**config.mk**
```make
export PLATFORM = sky130hd
export DESIGN_NAME = tlu_dut_rx
export DESIGN_NICKNAME = d
export VERILOG_FILES = /design/src/rtl/tlu_dut_rx.sv
export SDC_FILE = /design/constraint.sdc
export NUM_CORES = 1
export LEC_CHECK = 0
export BUFFER_PORTS_ARGS = -buffer_cell sky130_fd_sc_hd__buf_2
export CELL_PAD_IN_SITES_DETAIL_PLACEMENT = 0
export CELL_PAD_IN_SITES_GLOBAL_PLACEMENT = 1
export CORE_ASPECT_RATIO = 1.5
export CORE_MARGIN = 1
export CORE_UTILIZATION = 38
export DETAILED_ROUTE_END_ITERATION = 10
export HOLD_SLACK_MARGIN = 0.06
export PLACE_DENSITY = 0.8
export SLEW_MARGIN = 10
export SYNTH_ARGS = -nofsm -noshare
export SYNTH_HDL_FRONTEND = slang
export SYNTH_SLANG_ARGS = --single-unit
```
**constraint.sdc**
```tcl
create_clock -name SYS_CLK -period 2.6 [get_ports SYS_CLK]
set_clock_uncertainty 0.1 [all_clocks]
set_input_delay 0.26 -clock SYS_CLK [delete_from_list [all_inputs] [get_ports SYS_CLK]]
set_output_delay 0.26 -clock SYS_CLK [all_outputs]
set_load 0.03 [all_outputs]
```
**src/rtl/tlu_dut_rx.sv**
```systemverilog
// TLU trigger/ID receiver: sync, handshake FSM, serial ID clock-in.
// Optional glitch filter via TLU_DUT_RX_DEBOUNCE_EN.
module tlu_dut_rx #(
    parameter int INV_IO = 0
) (
    input  logic        SYS_CLK,
    input  logic        SYS_RST,
    input  logic        ENABLE,
    input  logic [4:0]  CONF_N_BITS,
    input  logic [7:0]  CONF_CLK_DIV,
    input  logic        TLU_TRIGGER,
    output logic        TLU_BUSY,
    output logic        TLU_CLOCK,
    output logic [30:0] ID_DATA,
    output logic        ID_VALID,
    input  logic        ID_ACK,
    output logic [31:0] TRIG_CNT,
    output logic [15:0] LOST_CNT,
    output logic [2:0]  STATE_OUT
);

    localparam logic [2:0] S_IDLE  = 3'b001;
    localparam logic [2:0] S_SHIFT = 3'b010;
    localparam logic [2:0] S_REL   = 3'b100;
    localparam logic       INV     = (INV_IO != 0);

    logic [2:0]  state, state_nxt;
    logic        trg_in, trg_m, trg_s;
    logic [1:0]  fill;
    logic        armed;
    logic        detect;
    logic        busy_d, busy_q, clk_q;
    logic [4:0]  n_lat, bit_cnt;
    logic [7:0]  d_lat, d_cfg, div_cnt;
    logic        in_setup;
    logic        shift_done;
    logic [30:0] shreg;

    assign trg_in = TLU_TRIGGER ^ INV;
    assign d_cfg  = (CONF_CLK_DIV == 8'd0) ? 8'd1 : CONF_CLK_DIV;

`ifdef TLU_DUT_RX_DEBOUNCE_EN
    logic [1:0] hi_cnt;

    always_ff @(posedge SYS_CLK) begin
        if (SYS_RST)
            hi_cnt <= 2'd0;
        else if (!trg_s)
            hi_cnt <= 2'd0;
        else if (hi_cnt != 2'd3)
            hi_cnt <= hi_cnt + 2'd1;
    end

    assign detect = state[0] & armed & ENABLE & trg_s & (hi_cnt == 2'd2);
`else
    logic trg_prev;

    always_ff @(posedge SYS_CLK) begin
        if (SYS_RST)
            trg_prev <= 1'b0;
        else
            trg_prev <= trg_s;
    end

    assign detect = state[0] & armed & ENABLE & trg_s & ~trg_prev;
`endif

    // fill marks trg_s as a real sample rather than its reset value
    always_ff @(posedge SYS_CLK) begin
        if (SYS_RST) begin
            trg_m <= 1'b0;
            trg_s <= 1'b0;
            fill  <= 2'b00;
            armed <= 1'b0;
        end else begin
            trg_m <= trg_in;
            trg_s <= trg_m;
            fill  <= {fill[0], 1'b1};
            if (detect)
                armed <= 1'b0;
            else if ((state[0] | state[2]) & ~trg_s & fill[1])
                armed <= 1'b1;
        end
    end

    assign shift_done = state[1] & (div_cnt == 8'd0) &
        ((in_setup & (n_lat == 5'd0)) |
         (~in_setup & ~clk_q & (bit_cnt == n_lat - 5'd1)));

    always_ff @(posedge SYS_CLK) begin
        if (SYS_RST)
            state <= S_IDLE;
        else
            state <= state_nxt;
    end

    always_comb begin
        state_nxt = state;
        unique case (1'b1)
            state[0]: if (detect)     state_nxt = S_SHIFT;
            state[1]: if (shift_done) state_nxt = S_REL;
            state[2]: if (!trg_s)     state_nxt = S_IDLE;
            default:                  state_nxt = S_IDLE;
        endcase
    end

    always_comb begin
        busy_d = (state != S_IDLE);
    end

    always_ff @(posedge SYS_CLK) begin
        if (SYS_RST) begin
            busy_q   <= 1'b0;
            clk_q    <= 1'b0;
            n_lat    <= 5'd0;
            d_lat    <= 8'd1;
            div_cnt  <= 8'd0;
            bit_cnt  <= 5'd0;
            in_setup <= 1'b0;
            shreg    <= 31'd0;
            TRIG_CNT <= 32'd0;
        end else begin
            busy_q <= busy_d;
            if (detect) begin
                n_lat    <= CONF_N_BITS;
                d_lat    <= d_cfg;
                div_cnt  <= d_cfg - 8'd1;
                bit_cnt  <= 5'd0;
                in_setup <= 1'b1;
                clk_q    <= 1'b0;
                shreg    <= 31'd0;
                TRIG_CNT <= TRIG_CNT + 32'd1;
            end else if (state[1]) begin
                if (div_cnt != 8'd0) begin
                    div_cnt <= div_cnt - 8'd1;
                end else begin
                    div_cnt <= d_lat - 8'd1;
                    if (in_setup) begin
                        in_setup <= 1'b0;
                        clk_q    <= (n_lat != 5'd0);
                    end else if (clk_q) begin
                        clk_q          <= 1'b0;
                        shreg[bit_cnt] <= trg_s;
                    end else begin
                        bit_cnt <= bit_cnt + 5'd1;
                        clk_q   <= ~shift_done;
                    end
                end
            end
        end
    end

    // a fresh ID wins over a same-cycle ack of the old one
    always_ff @(posedge SYS_CLK) begin
        if (SYS_RST) begin
            ID_DATA  <= 31'd0;
            ID_VALID <= 1'b0;
            LOST_CNT <= 16'd0;
        end else if (shift_done & (~ID_VALID | ID_ACK)) begin
            ID_DATA  <= shreg;
            ID_VALID <= 1'b1;
        end else begin
            if (shift_done && LOST_CNT != 16'hFFFF)
                LOST_CNT <= LOST_CNT + 16'd1;
            if (ID_ACK)
                ID_VALID <= 1'b0;
        end
    end

    assign TLU_BUSY  = busy_q ^ INV;
    assign TLU_CLOCK = clk_q ^ INV;
    assign STATE_OUT = state;

endmodule

```
==> summary.md <==
| Metric | Value |
|---|---|
| Nets@finish | 933 |
| CTS buffer count | 17 |
| Post-Synth Adder-Cell Area | 1.56% |
| # fillers | 1593 |
| Top delay family on crit path | simple AND/OR/NAND/NOR gates |
| Compound-Gate Fraction of Synth Area | 9.47% |
| Final setup viols | 1 |
| Fin worst setup slack | -0.00619 ns |
| Yosys cell types | 53 |
| DR WL/cell | 14.0 um |
| First-pass GRT wire length | 25.9 mm |
| Slowest stage delay, CP | 0.55 ns |
| Static leakage | 3.20 nW |
| Cells after DPL | 1076 |
| GP Congestion | 0.821 |
| Final non-filler cell total | 1126 |
| Starting Density | 39.2% |
| Vias after detailed routing | 5678 |
| Worst Hold Path EP | d_lat[7] |
| Max FO, Critical Path | 8 |
| Clock root cell | clkbuf_16 |
| Top FF cell, synth | dfxtp_1 |
| Simple-gate share of the synthesized area | 27.0% |
| Pre-CTS WS | 0.0299 ns |
| Failing checks | setup timing |
| Clock transition at the registers of the reported paths | 0.06 ns |
| GRT Total Usage | 18.8% |
| Reg2reg end | LOST_CNT[11] |
| Num rows | 57 |
| Max cap viols | 0 |
| Routed Antenna Nets | 0 |
| Synthesized cell area | 0.00643 mm2 |
| Detail Placement HPWL | 11.0 mm |
| Synth top area cells | dfxtp_1, nand2_1, nor2_1 |
| Antenna Cells | 0 |
| TNS Setup | -0.00619 ns |
| CTS tree | yes |
| Crit path kind | register to register |
| Die area | 0.0175 mm2 |
| Path depth of the worst reg2reg path | 9 |
| H-tree levels | 4 |
| CTS Buffer Depth | 2 |
| Final-report hold violation count | 0 |
| Pre-antenna DRT Iters | 7 |
| Top-count cell post-synth | dfxtp_1 |
| Die X | 108 um |
| Die height | 161 um |
| Worst skew pair latency | 0.42 ns |
| Sequential-to-total area share from yosys stat | 46.4% |
| Count of boundary I/O pins | 103 |
| Hold Path Stages | 3 |
| Max-slew headroom | 48.1% |
| Share of cells above drive strength 1 | 22.7% |
| Final WL | 15.8 mm |
| Post-synthesis register bit count | 149 |
| Average size of a mapped cell | 8.41 um2 |
| Least-Margin Pin Slew | 0.772 ns |
| Unrepaired setup endpoints after global routing | true |
| Vias in the first global route | 5291 |
| Largest family of logic cells by synthesized area | simple AND/OR/NAND/NOR gates |
| IO buf count | 102 |
| Total power draw | 0.00520 W |
| Largest area contributor in the netlist | dfxtp_1 |
| Post-synth EDFFs | 0 |
| Slowest-stage cell, CP | or4_4 |
| Initial DRC count | 246 |
| Via density per instance | 5.04 |
| Syn nets | 791 |
| Multiplexer area fraction after synthesis | 5.50% |
| Area fraction of the dominant cell type after synthesis | 46.4% |
| Final Max Slew Viols | 0 |
| WP buf/inv | 2 |
| Worst path cell trace | inv_2 > ha_4 > xor2_1 > nand4_1 > o31a_1 > or4_4 > buf_6 > or4_4 > a21oi_2 |
| Fmax | 384 MHz |
| Setup slack, reg-to-reg | -0.006 ns |
| Worst EP arrival | 2.86 ns |
| Top cells by count, synth | dfxtp_1, nand2_1, nor2_1 |
| PwrDens | 629 mW/mm2 |
| Tmin final | 2.61 ns |
| Register area | 0.00299 mm2 |
| Initial antenna violation count | 0 |
| XOR/XNOR Fraction of Synth Area | 6.59% |
| Min-Delay Path Class | primary input to register |
| Min-delay src | CONF_CLK_DIV[7] |
| Post-synthesis cell count | 765 |
| Largest net degree at the start of global routing | 50 |
| Peak supply drop | 0.000554 V |
| Cell mode on critical path | or4_4 |
| Setup crit start kind | register |
| Area delta synth->final | 28.4% |
| Ys Warns | 0 |
| Reg2Reg Launch Point | n_lat[0] |
| Grt total ovfl | 0 |
| Area of the multi-input gates | 0.00328 mm2 |
| Worst endpoint required time | 2.85 ns |
| Clk sink count | 149 |
| Endpoint class of the critical path | register |
| Final period util | 100% |
| Status | finished with violations |
| # DRC | 0 |
| Core footprint | 0.0164 mm2 |
| Synth async-reset ratio | 0% |
[layer usage]
| metal | global-route usage (%) | vias to the layer above | wire length, um |
|---|---|---|---|
| li1 | - | 2899 | - |
| met1 | 20.7 | 2652 | 6620 |
| met2 | 33.8 | 109 | 8260 |
| met3 | 5.45 | 18 | 694 |
| met4 | 6.54 | 0 | 245 |
| met5 | 0 | - | 0 |
[report_power, final]
part	total, W	switching [W]	internal (W)
Combinational	0.000199	0.000118	0.0000813
Clock	0.00270	0.000924	0.00177
Sequential	0.00230	0.00000759	0.00229
Total	0.00520	0.00105	0.00415
[placed cells by master, fill, tap and decap left out, types with 4 or more instances in the layout]
cell type and count:
buf_4 48, nor3b_1 4, nand3_1 51, buf_2 102, dlygate4sd3_1 12, o21ai_0 9, clkbuf_16 17, ha_1 6
bufinv_16 5, a21oi_1 70, xor2_1 29, inv_1 15, and3_1 9, nor2b_1 9, nand4_1 17, and4_1 4
nor3_1 10, nand2_1 119, and2_1 4, or3_1 6, nor2_1 100, dfxtp_1 147, xnor2_1 15, mux2i_1 32
[cell families (layout without fill, tap and decap cells)]
family | Yosys count | after routing
flops | 149 | 149
mux | 35 | 35
xor+xnor | 46 | 46
simple gates | 362 | 362
fa+ha+maj | 8 | 8
compound gates | 107 | 107
buf+inv | 58 | 213
[layout make-up]
type | count | share of cell area, %
sequential | 149 | 36.1
timing repair buffer | 164 | 12.4
multi-input combinational | 558 | 39.7
clock buffer | 23 | 5.78
inverter | 17 | 0.772
clock inverter | 9 | 2.09
tap | 206 | 3.12
[worst register-to-register path, cell delays in order (launching register included)]
cell and delay [ns]:
dfxtp_2 0.34, inv_2 0.04, ha_4 0.25, xor2_1 0.14
nand4_1 0.11, o31a_1 0.32, or4_4 0.55, buf_6 0.16
or4_4 0.41, a21oi_2 0.12
[worst max path at each step]
stage	cells after the start	start	end	slack (ns)
global route	9	n_lat[0]	LOST_CNT[5]	-0.07
CTS	9	n_lat[1]	LOST_CNT[11]	0.009
global placement	9	n_lat[1]	LOST_CNT[5]	0.05
finish	9	n_lat[0]	LOST_CNT[11]	-0.006
detailed placement	9	n_lat[1]	LOST_CNT[11]	0.03
floorplan	7	LOST_CNT[0]	LOST_CNT[14]	0.04
[registers in the layout (all words and copies together), names as in the netlist]
| register | flops |
|---|---|
| div_cnt | 8 |
| trg_s | 1 |
| LOST_CNT | 16 |
| d_lat | 8 |
| armed | 1 |
| trg_m | 1 |
| n_lat | 5 |
| fill | 2 |
| shreg | 31 |
| bit_cnt | 5 |
| TLU_CLOCK | 1 |
| trg_prev | 1 |
| ID_DATA | 31 |
| TRIG_CNT | 32 |
| ID_VALID | 1 |
| TLU_BUSY | 1 |
| in_setup | 1 |
| STATE_OUT | 3 |
[what timing repair did]
item | in CTS | in global routing
buffers inserted | 0 | 5
endpoints found under the hold margin | 12 | 0
endpoints found under the setup margin | 0 | 9
hold buffers | 12 | 0
resized for setup | 0 | 16
[through the flow]
stage | utilization [%] | instance area (um2) | hold WS [ns]
after floorplan | - | 6430 | 0.272
after global placement | 45.0 | 7390 | 0.316
after detailed placement | 45.0 | 7390 | 0.322
after CTS | 49.7 | 8160 | 0.0693
after global routing | 50.4 | 8260 | 0.0831
final | 50.4 | 8260 | 0.0786
Power figures use the tool's default switching activity.
